**config.mk**
```make
export PLATFORM = sky130hd
export DESIGN_NAME = histogram_scan_reader
export DESIGN_NICKNAME = d
export VERILOG_FILES = /design/src/rtl/hist_pkg.sv /design/src/rtl/hist_rd_pipe.sv /design/src/rtl/histogram_scan_reader.sv
export SDC_FILE = /design/constraint.sdc
export NUM_CORES = 1
export LEC_CHECK = 0
export CAP_MARGIN = 20
export CORE_MARGIN = 2
export CORE_UTILIZATION = 35
export DETAILED_ROUTE_END_ITERATION = 12
export GPL_TIMING_DRIVEN = 0
export PLACE_DENSITY = 0.71
export SYNTH_ARGS = -nofsm -noshare
export SYNTH_HDL_FRONTEND = slang
export SYNTH_SLANG_ARGS = --single-unit
```
**constraint.sdc**
```tcl
create_clock -name clk -period 1.7 [get_ports clk]
set_input_delay 0.34 -clock clk [delete_from_list [all_inputs] [get_ports clk]]
set_output_delay 0.34 -clock clk [all_outputs]
set_load 0.005 [all_outputs]
```
**src/rtl/hist_pkg.sv**
```systemverilog
// Shared definitions for the histogram scan reader.
//   state_e         : scan FSM state encodings
//   *_DEF           : default bin-address width, bin-count width and read latency
//   result_w()      : width of the total-count result (count width + address width),
//                     wide enough that DATA_NUM full bins can never overflow it
package hist_pkg;

  typedef enum logic [2:0] {
    ST_IDLE     = 3'd0,
    ST_SCAN     = 3'd1,
    ST_DRAIN    = 3'd2,
    ST_MED_SCAN = 3'd3,
    ST_DONE     = 3'd4
  } state_e;

  localparam int DATA_SIZE_DEF   = 4;
  localparam int LENGTH_SIZE_DEF = 6;
  localparam int RD_LAT_DEF      = 2;

  function automatic int result_w(input int length_size, input int data_size);
    return length_size + data_size;
  endfunction

endpackage

```
**src/rtl/hist_rd_pipe.sv**
```systemverilog
// Pending-read tracker: an RD_LAT-deep shift register of {valid, addr}.
// The output stage lines up with the cycle in which the histogram's read
// data for that address is valid.
//   clk, rstn          : clock, asynchronous active-low clear
//   in_valid, in_addr  : read strobe and address as issued this cycle
//   out_valid, out_addr: qualifier and address for the data arriving this cycle
//   drained            : no read in flight apart from the one (if any) on the output
module hist_rd_pipe #(
  parameter int RD_LAT = 2,
  parameter int ADDR_W = 4
) (
  input  logic              clk,
  input  logic              rstn,
  input  logic              in_valid,
  input  logic [ADDR_W-1:0] in_addr,
  output logic              out_valid,
  output logic [ADDR_W-1:0] out_addr,
  output logic              drained
);

  logic [RD_LAT-1:0] vld;
  logic [ADDR_W-1:0] adr [RD_LAT];

  always_ff @(posedge clk or negedge rstn) begin
    if (!rstn) begin
      vld <= '0;
      // NOTE: the address stages are a handful of flops, not a RAM, so they are
      // cleared too; this keeps out_addr deterministic straight after reset.
      for (int i = 0; i < RD_LAT; i++) adr[i] <= '0;
    end else begin
      vld[0] <= in_valid;
      adr[0] <= in_addr;
      for (int i = 1; i < RD_LAT; i++) begin
        vld[i] <= vld[i-1];
        adr[i] <= adr[i-1];
      end
    end
  end

  assign out_valid = vld[RD_LAT-1];
  assign out_addr  = adr[RD_LAT-1];

  // Looking only at the stages before the output lets the FSM leave its drain
  // state in the same cycle the final return is consumed.
  always_comb begin
    drained = 1'b1;
    for (int i = 0; i < RD_LAT - 1; i++) begin
      if (vld[i]) drained = 1'b0;
    end
  end

endmodule

```
**src/rtl/histogram_scan_reader.sv**
```systemverilog
// Histogram scan reader. On Start, sweeps every bin through the histogram's
// host read port while its write path is idle, streams each bin out, and
// produces mode bin/count and total count. Results hold until the next Start.
// Optional feature macro: HIST_MEDIAN_EN adds a second sweep and MedianBin.
// Ports:
//   clk, rstn                       clock, asynchronous active-low reset
//   Start                           one-cycle scan request (ignored unless idle)
//   HisBusy                         histogram update in progress; blocks issue
//   HisMemRD, HisMemRDAdd           read strobe and bin address
//   HisMemRDData                    bin count, RD_LAT cycles after the strobe
//   Busy, Done                      scan in progress / one-cycle results-valid pulse
//   BinValid, BinAdd, BinCount      streamed bins (first sweep only)
//   ModeBin, ModeCount, TotalCount  statistics
//   MedianBin                       first bin whose running sum reaches half the total
module histogram_scan_reader
  import hist_pkg::*;
#(
  parameter int DATA_SIZE   = DATA_SIZE_DEF,
  parameter int DATA_NUM    = 2 ** DATA_SIZE,
  parameter int LENGTH_SIZE = LENGTH_SIZE_DEF,
  parameter int RD_LAT      = RD_LAT_DEF
) (
  input  logic                           clk,
  input  logic                           rstn,
  input  logic                           Start,
  input  logic                           HisBusy,
  output logic                           HisMemRD,
  output logic [DATA_SIZE-1:0]           HisMemRDAdd,
  input  logic [LENGTH_SIZE-1:0]         HisMemRDData,
  output logic                           Busy,
  output logic                           Done,
  output logic                           BinValid,
  output logic [DATA_SIZE-1:0]           BinAdd,
  output logic [LENGTH_SIZE-1:0]         BinCount,
  output logic [DATA_SIZE-1:0]           ModeBin,
  output logic [LENGTH_SIZE-1:0]         ModeCount,
  output logic [LENGTH_SIZE+DATA_SIZE-1:0] TotalCount
`ifdef HIST_MEDIAN_EN
  ,
  output logic [DATA_SIZE-1:0]           MedianBin
`endif
);

  localparam int                   TOT_W    = result_w(LENGTH_SIZE, DATA_SIZE);
  localparam logic [DATA_SIZE-1:0] LAST_BIN = DATA_SIZE'(DATA_NUM - 1);

  state_e               state, state_nxt;
  logic [DATA_SIZE-1:0] issue_cnt;
  logic                 issue;
  logic                 accept;
  logic                 first_pass;
  logic                 pipe_valid;
  logic [DATA_SIZE-1:0] pipe_addr;
  logic                 drained;

`ifdef HIST_MEDIAN_EN
  logic             issue_last;   // second sweep has issued its final bin
  logic             med_found;
  logic [TOT_W-1:0] cum_sum, cum_next, med_thr;

  assign cum_next = cum_sum + TOT_W'(HisMemRDData);
  assign med_thr  = (TotalCount + TOT_W'(1)) >> 1;
`endif

  assign accept     = (state == ST_IDLE) && Start;
  assign first_pass = (state == ST_SCAN) || (state == ST_DRAIN);

  // NOTE: every signal this block drives gets a default before the case, so no
  // path leaves one unassigned and no latch is inferred.
  always_comb begin
    state_nxt = state;
    issue     = 1'b0;
    case (state)
      ST_IDLE:  if (Start) state_nxt = ST_SCAN;
      ST_SCAN: begin
        if (!HisBusy) begin
          issue = 1'b1;
          if (issue_cnt == LAST_BIN) state_nxt = ST_DRAIN;
        end
      end
      ST_DRAIN: begin
        if (drained) begin
`ifdef HIST_MEDIAN_EN
          state_nxt = ST_MED_SCAN;
`else
          state_nxt = ST_DONE;
`endif
        end
      end
`ifdef HIST_MEDIAN_EN
      ST_MED_SCAN: begin
        if (!issue_last && !HisBusy) issue = 1'b1;
        if (issue_last && drained) state_nxt = ST_DONE;
      end
`endif
      ST_DONE:  state_nxt = ST_IDLE;
      default:  state_nxt = ST_IDLE;
    endcase
  end

  assign HisMemRD    = issue;
  assign HisMemRDAdd = issue_cnt;
  assign Busy        = (state != ST_IDLE);
  assign Done        = (state == ST_DONE);

  // NOTE: all clocked state uses non-blocking assignments so every flop samples
  // pre-edge values regardless of statement order.
  always_ff @(posedge clk or negedge rstn) begin
    if (!rstn) state <= ST_IDLE;
    else       state <= state_nxt;
  end

  hist_rd_pipe #(
    .RD_LAT (RD_LAT),
    .ADDR_W (DATA_SIZE)
  ) u_rd_pipe (
    .clk       (clk),
    .rstn      (rstn),
    .in_valid  (issue),
    .in_addr   (issue_cnt),
    .out_valid (pipe_valid),
    .out_addr  (pipe_addr),
    .drained   (drained)
  );

  always_ff @(posedge clk or negedge rstn) begin
    if (!rstn) begin
      issue_cnt  <= '0;
      BinValid   <= 1'b0;
      BinAdd     <= '0;
      BinCount   <= '0;
      ModeBin    <= '0;
      ModeCount  <= '0;
      TotalCount <= '0;
`ifdef HIST_MEDIAN_EN
      issue_last <= 1'b0;
      med_found  <= 1'b0;
      cum_sum    <= '0;
      MedianBin  <= '0;
`endif
    end else begin
      BinValid <= 1'b0;

      if (accept) begin
        issue_cnt  <= '0;
        ModeBin    <= '0;
        ModeCount  <= '0;
        TotalCount <= '0;
`ifdef HIST_MEDIAN_EN
        issue_last <= 1'b0;
        med_found  <= 1'b0;
        cum_sum    <= '0;
        MedianBin  <= '0;
`endif
      end

      // The counter parks on the last bin instead of wrapping back to 0.
      if (issue && (issue_cnt != LAST_BIN)) issue_cnt <= issue_cnt + 1'b1;

`ifdef HIST_MEDIAN_EN
      if (issue && (issue_cnt == LAST_BIN) && (state == ST_MED_SCAN)) issue_last <= 1'b1;
      if ((state == ST_DRAIN) && drained) begin
        issue_cnt  <= '0;
        issue_last <= 1'b0;
      end
`endif

      if (pipe_valid && first_pass) begin
        BinValid   <= 1'b1;
        BinAdd     <= pipe_addr;
        BinCount   <= HisMemRDData;
        TotalCount <= TotalCount + TOT_W'(HisMemRDData);
        // Strict compare: on a tie the lower-numbered bin seen first is kept.
        if (HisMemRDData > ModeCount) begin
          ModeBin   <= pipe_addr;
          ModeCount <= HisMemRDData;
        end
      end

`ifdef HIST_MEDIAN_EN
      if (pipe_valid && (state == ST_MED_SCAN)) begin
        cum_sum <= cum_next;
        if (!med_found && (cum_next >= med_thr)) begin
          med_found <= 1'b1;
          MedianBin <= pipe_addr;
        end
      end
`endif
    end
  end

endmodule

```
# Yosys cells after proc, flatten, opt, wreduce, memory -nomap -nowiden
# Index checks and enable logic that the tools add are counted.
# totals
out_inout_bits	38
elab_cells	50
reg_bits	48
# classes
muxes	18
order_cmp	1
add_sub_neg	2
n_reduce_logical	9
eq_ne	9
# ops
cell	n
$mux 10	2
$mux 4	5
$mux 6	3
$mux 3	4
$add 10x6->10	1
$pmux 3 s3	1
$gt 6x6->1	1
$ne 2x2->1 const B	3
$add 4x1->4 const B	1
$eq 4x4->1 const B	1
$ne 4x4->1 const B	1
$reduce_and 4->1	1
$reduce_bool 2->1	2
$eq 3x1->1 const B	1
$eq 3x2->1 const B	1
$eq 3x3->1 const B	1
$logic_and 1x1->1	3
$logic_not 3->1	1
$mux 1	3
$reduce_bool 3->1	1
$ne 2x1->1 const B	1
$logic_or 1x1->1	1

# Depth between registers and ports, before layout
# logic_depth
ltp_word	5
mapped_depth	8
ltp_nobuf	7

# Modules after synthesis
# Synthesis repeated with hierarchy kept, for this count alone.
# hier_totals
cells_unflattened	234
hier_area_um2	2382.3
# modules_own_cells
module	n_inst	area_per_inst_um2	cells_per_inst
histogram_scan_reader	1	2098.3	219
hist_rd_pipe	1	284.0	15

# Least setup slack after synthesis
# Ideal clock, no wire load.
# synth_path
path_kind	flip-flop to flip-flop
startpoint	register ModeCount[3]
endpoint	register ModeCount[2]
setup_slack_ns	-0.153
period_less_slack_ns	1.853
path_stages_with_launch	8
required_ns	1.575
t_arrival_ns	1.728
n_path_buf	1
cell_sequence	dfrtp_1 inv_1 ha_1 a211oi_1 nor2_1 o311ai_4 buf_6 mux2_4
# synth_between
elab_chain_len	3
# synth_rtl
item	line	source
start: declaration	histogram_scan_reader.sv:36	output logic [LENGTH_SIZE-1:0] ModeCount,
start signal: assignment	histogram_scan_reader.sv:176	ModeCount <= HisMemRDData;
$gt 6x6->1	histogram_scan_reader.sv:174	if (HisMemRDData > ModeCount) begin
$mux 6	histogram_scan_reader.sv:174	
$mux 6	histogram_scan_reader.sv:168	if (pipe_valid && first_pass) begin
# No other way between the ends.
# A chain may end at the register's enable or synchronous reset.

# Worst setup path in the final report
# layout_path
startpoint	register ModeCount[1]
endpoint	register ModeCount[3]
# The elaborated chain is that of the path after synthesis.

==> reports/metrics.yaml <==
antenna_found_initial: 0
setup_viol: 11
r2r_start: "ModeCount[1]"
vias_per_cell: 4.91
synth-warning-count: 0
synth_edf_count: 0
worstSetupStartpointType: "flop"
vdd_drop_max_uv: 479
fin_crit_sh_pct: 108
synth_nets: 256
ys_types: 38
slew_headroom_pct: 74.7
ios: 48
timing.fmax_mhz: 546
io_buffers: 47
initial_core_util_pct: 36.6
p_leak_nw: 1.54
critical_path_arrival_ns: 2.03
num_vias: 1843
syn_area_per_cell_um2: 10.2
fin_total_pwr_mw: 5.34
grt_use_total_pct: 15.2
power.density_nw_per_um2: 1650
status: "finished with violations"
dp_hpwl_mm: 3.95
skew_ns: 0.00588
hp-start: "u_rd_pipe.adr[4]"
cts.reportedPaths.clkPinSlew_ns: 0.09
die_area_um2: 7430
ys_ff_latch: 48
route.antenna.remaining_nets: 0
register_area_um2: 1210
root_buffer: "clkbuf_8"
layout_common_cells: "nand2_1 (45), dfrtp_1 (43), clkdlybuf4s50_1 (36)"
core_region_area_um2: 6460
hold_path_class: "reg -> reg"
cts_tree: "yes"
grt_max_degree: 35
clock_latency_ns: 0.30
final_max_slew_viol_count: 0
reg2reg_depth: 7
fin_setup_tns_ns: -1.14
yosys_most_used_dff: "dfrtp_1"
place_ws_ns: -0.670
synth_cells: 232
dieHeight_um: 86.2
cts_made_buffers: 5
grt.overflow.total: 0
min_delay_path_depth: 0
fin_hold_ws_ns: 0.354
period_minus_slack_ns: 1.83
worst_pin_slew_ns: 0.379
seq_area_frac_synth_pct: 50.8
die_w_um: 86.2
wl_per_cell_um: 14.3
synth_area_um2: 2360
num_rows: 29
first_pass_iters: 4
cts_buffer_depth: 2
violations: "negative setup slack"
finalWirelength_mm: 5.38
htree_levels: 2
drtIter0Drc: 85
routabilityCongestion: 0.888
drc: 0
critPathRequiredTime_ns: 1.90
worstSetupPathType: "reg -> reg"
cap_violations: 0
grt_pass1_wl_mm: 8.72
crit_fanout: 6
final_common_cell: "nand2_1"
area_delta_synth_final_pct: 36.7
ys_async_sr_fraction_pct: 100
final_area_um2: 3230
fillerInstances: 604
first_global_vias: 1733
end_kind: "flop"
layout-drive-gt1-share_pct: 19.8
startpoint: "ModeCount[1]"
final_hold_viol_count: 0
dpl_cell_area_um2: 2970
nets: 321
antenna_cells: 0
setup_ws_ns: -0.132
multi_input_area_um2: 1100
rsz0062_at_grt: "yes"
clock-sinks: 48
## flip-flops by register name, indices dropped and copies added (netlist names)
signal and cells:
HisMemRDAdd 4, u_rd_pipe.vld 2, u_rd_pipe.adr 4, BinAdd 4, ModeCount 6, ModeBin 4
BinValid 1, BinCount 6, state 3, TotalCount 10, u_rd_pipe.out_addr 4
## critical path, stage by stage (launching register included)
cell      delay (ns)
dfrtp_1         0.40
inv_1           0.06
ha_1            0.29
nand2b_1        0.11
a21oi_2         0.08
o311ai_4        0.29
buf_6           0.19
mux2_4          0.30
## timing repair
action,CTS,global route
pin swaps,3,3
setup buffers,8,2
hold buffers,1,0
endpoints found under the hold margin,14,0
gates resized for setup,26,25
endpoints found under the setup margin,38,35
## synthesized netlist by cell type, types with 2 or more instances
master | n | area [um^2]
nand2_1 | 45 | 169
ha_1 | 13 | 163
o21a_1 | 3 | 22.5
a21oi_1 | 9 | 45.0
buf_4 | 2 | 15.0
xnor2_1 | 4 | 35.0
mux2_4 | 4 | 60.1
nor2_1 | 6 | 22.5
o21ai_0 | 13 | 65.1
o211a_1 | 2 | 20.0
nand2b_1 | 3 | 18.8
mux2i_1 | 10 | 100
dfrtp_1 | 48 | 1200
inv_1 | 19 | 71.3
clkbuf_1 | 5 | 18.8
nand4_1 | 2 | 12.5
nand3_1 | 13 | 65.1
nor3_1 | 4 | 20.0
o2111ai_1 | 3 | 26.3
nor3b_1 | 2 | 15.0
nor4_1 | 3 | 18.8
nor2b_1 | 2 | 12.5
buf_6 | 2 | 22.5
## metrics by stage
| stage | utilization, % | instances |
|---|---|---|
| finish | 50.0 | 375 |
| detailed placement | 45.9 | 357 |
| global placement | 45.7 | 356 |
| floorplan | - | 232 |
| global route | 50.0 | 375 |
| CTS | 49.2 | 373 |
## report_power, final
| part | switching [mW] | total (mW) | internal (mW) |
|---|---|---|---|
| clock | 0.405 | 0.849 | 0.443 |
| sequential | 0.363 | 1.97 | 1.61 |
| combinational | 1.05 | 2.52 | 1.47 |
| total | 1.82 | 5.34 | 3.52 |
## metal layers
metal	part of all wire [%]	up-vias	GRT usage (%)
met5	0	-	0
met4	0.91	0	3.84
met3	4.1	6	3.90
met2	47	45	24.0
met1	48	871	20.9
li1	-	921	-
## cells by family after synthesis
group	count (synthesis)	synth area share (%)
AOI/OAI and AO/OA	36	10.2
adders and majority gates	14	7.73
muxes	14	6.77
xor gates and xnor gates	5	1.85
DFF	48	50.8
and+or+nand+nor	86	17.0
buffers and inverters	29	5.66
## layout make-up
type	instances	area share (%)
flip-flops and latches	48	37.4
multi-input cells	155	34.1
repair buffers	59	17.7
well taps	77	2.98
inverters	20	2.48
clock buffers	5	2.13
plain buffers	8	1.70
clock inverters	3	1.47
## final timing paths
path                                              end  slack, ns
max in group asynchronous                    state[1]       0.71
worst max-delay path                     ModeCount[3]      -0.13
worst max register to register           ModeCount[3]      -0.13
worst min-delay path            u_rd_pipe.out_addr[0]       0.35
worst min register to register  u_rd_pipe.out_addr[0]       0.35
min in group asynchronous                    BinValid       0.47
(Power assumes the default switching activity.)
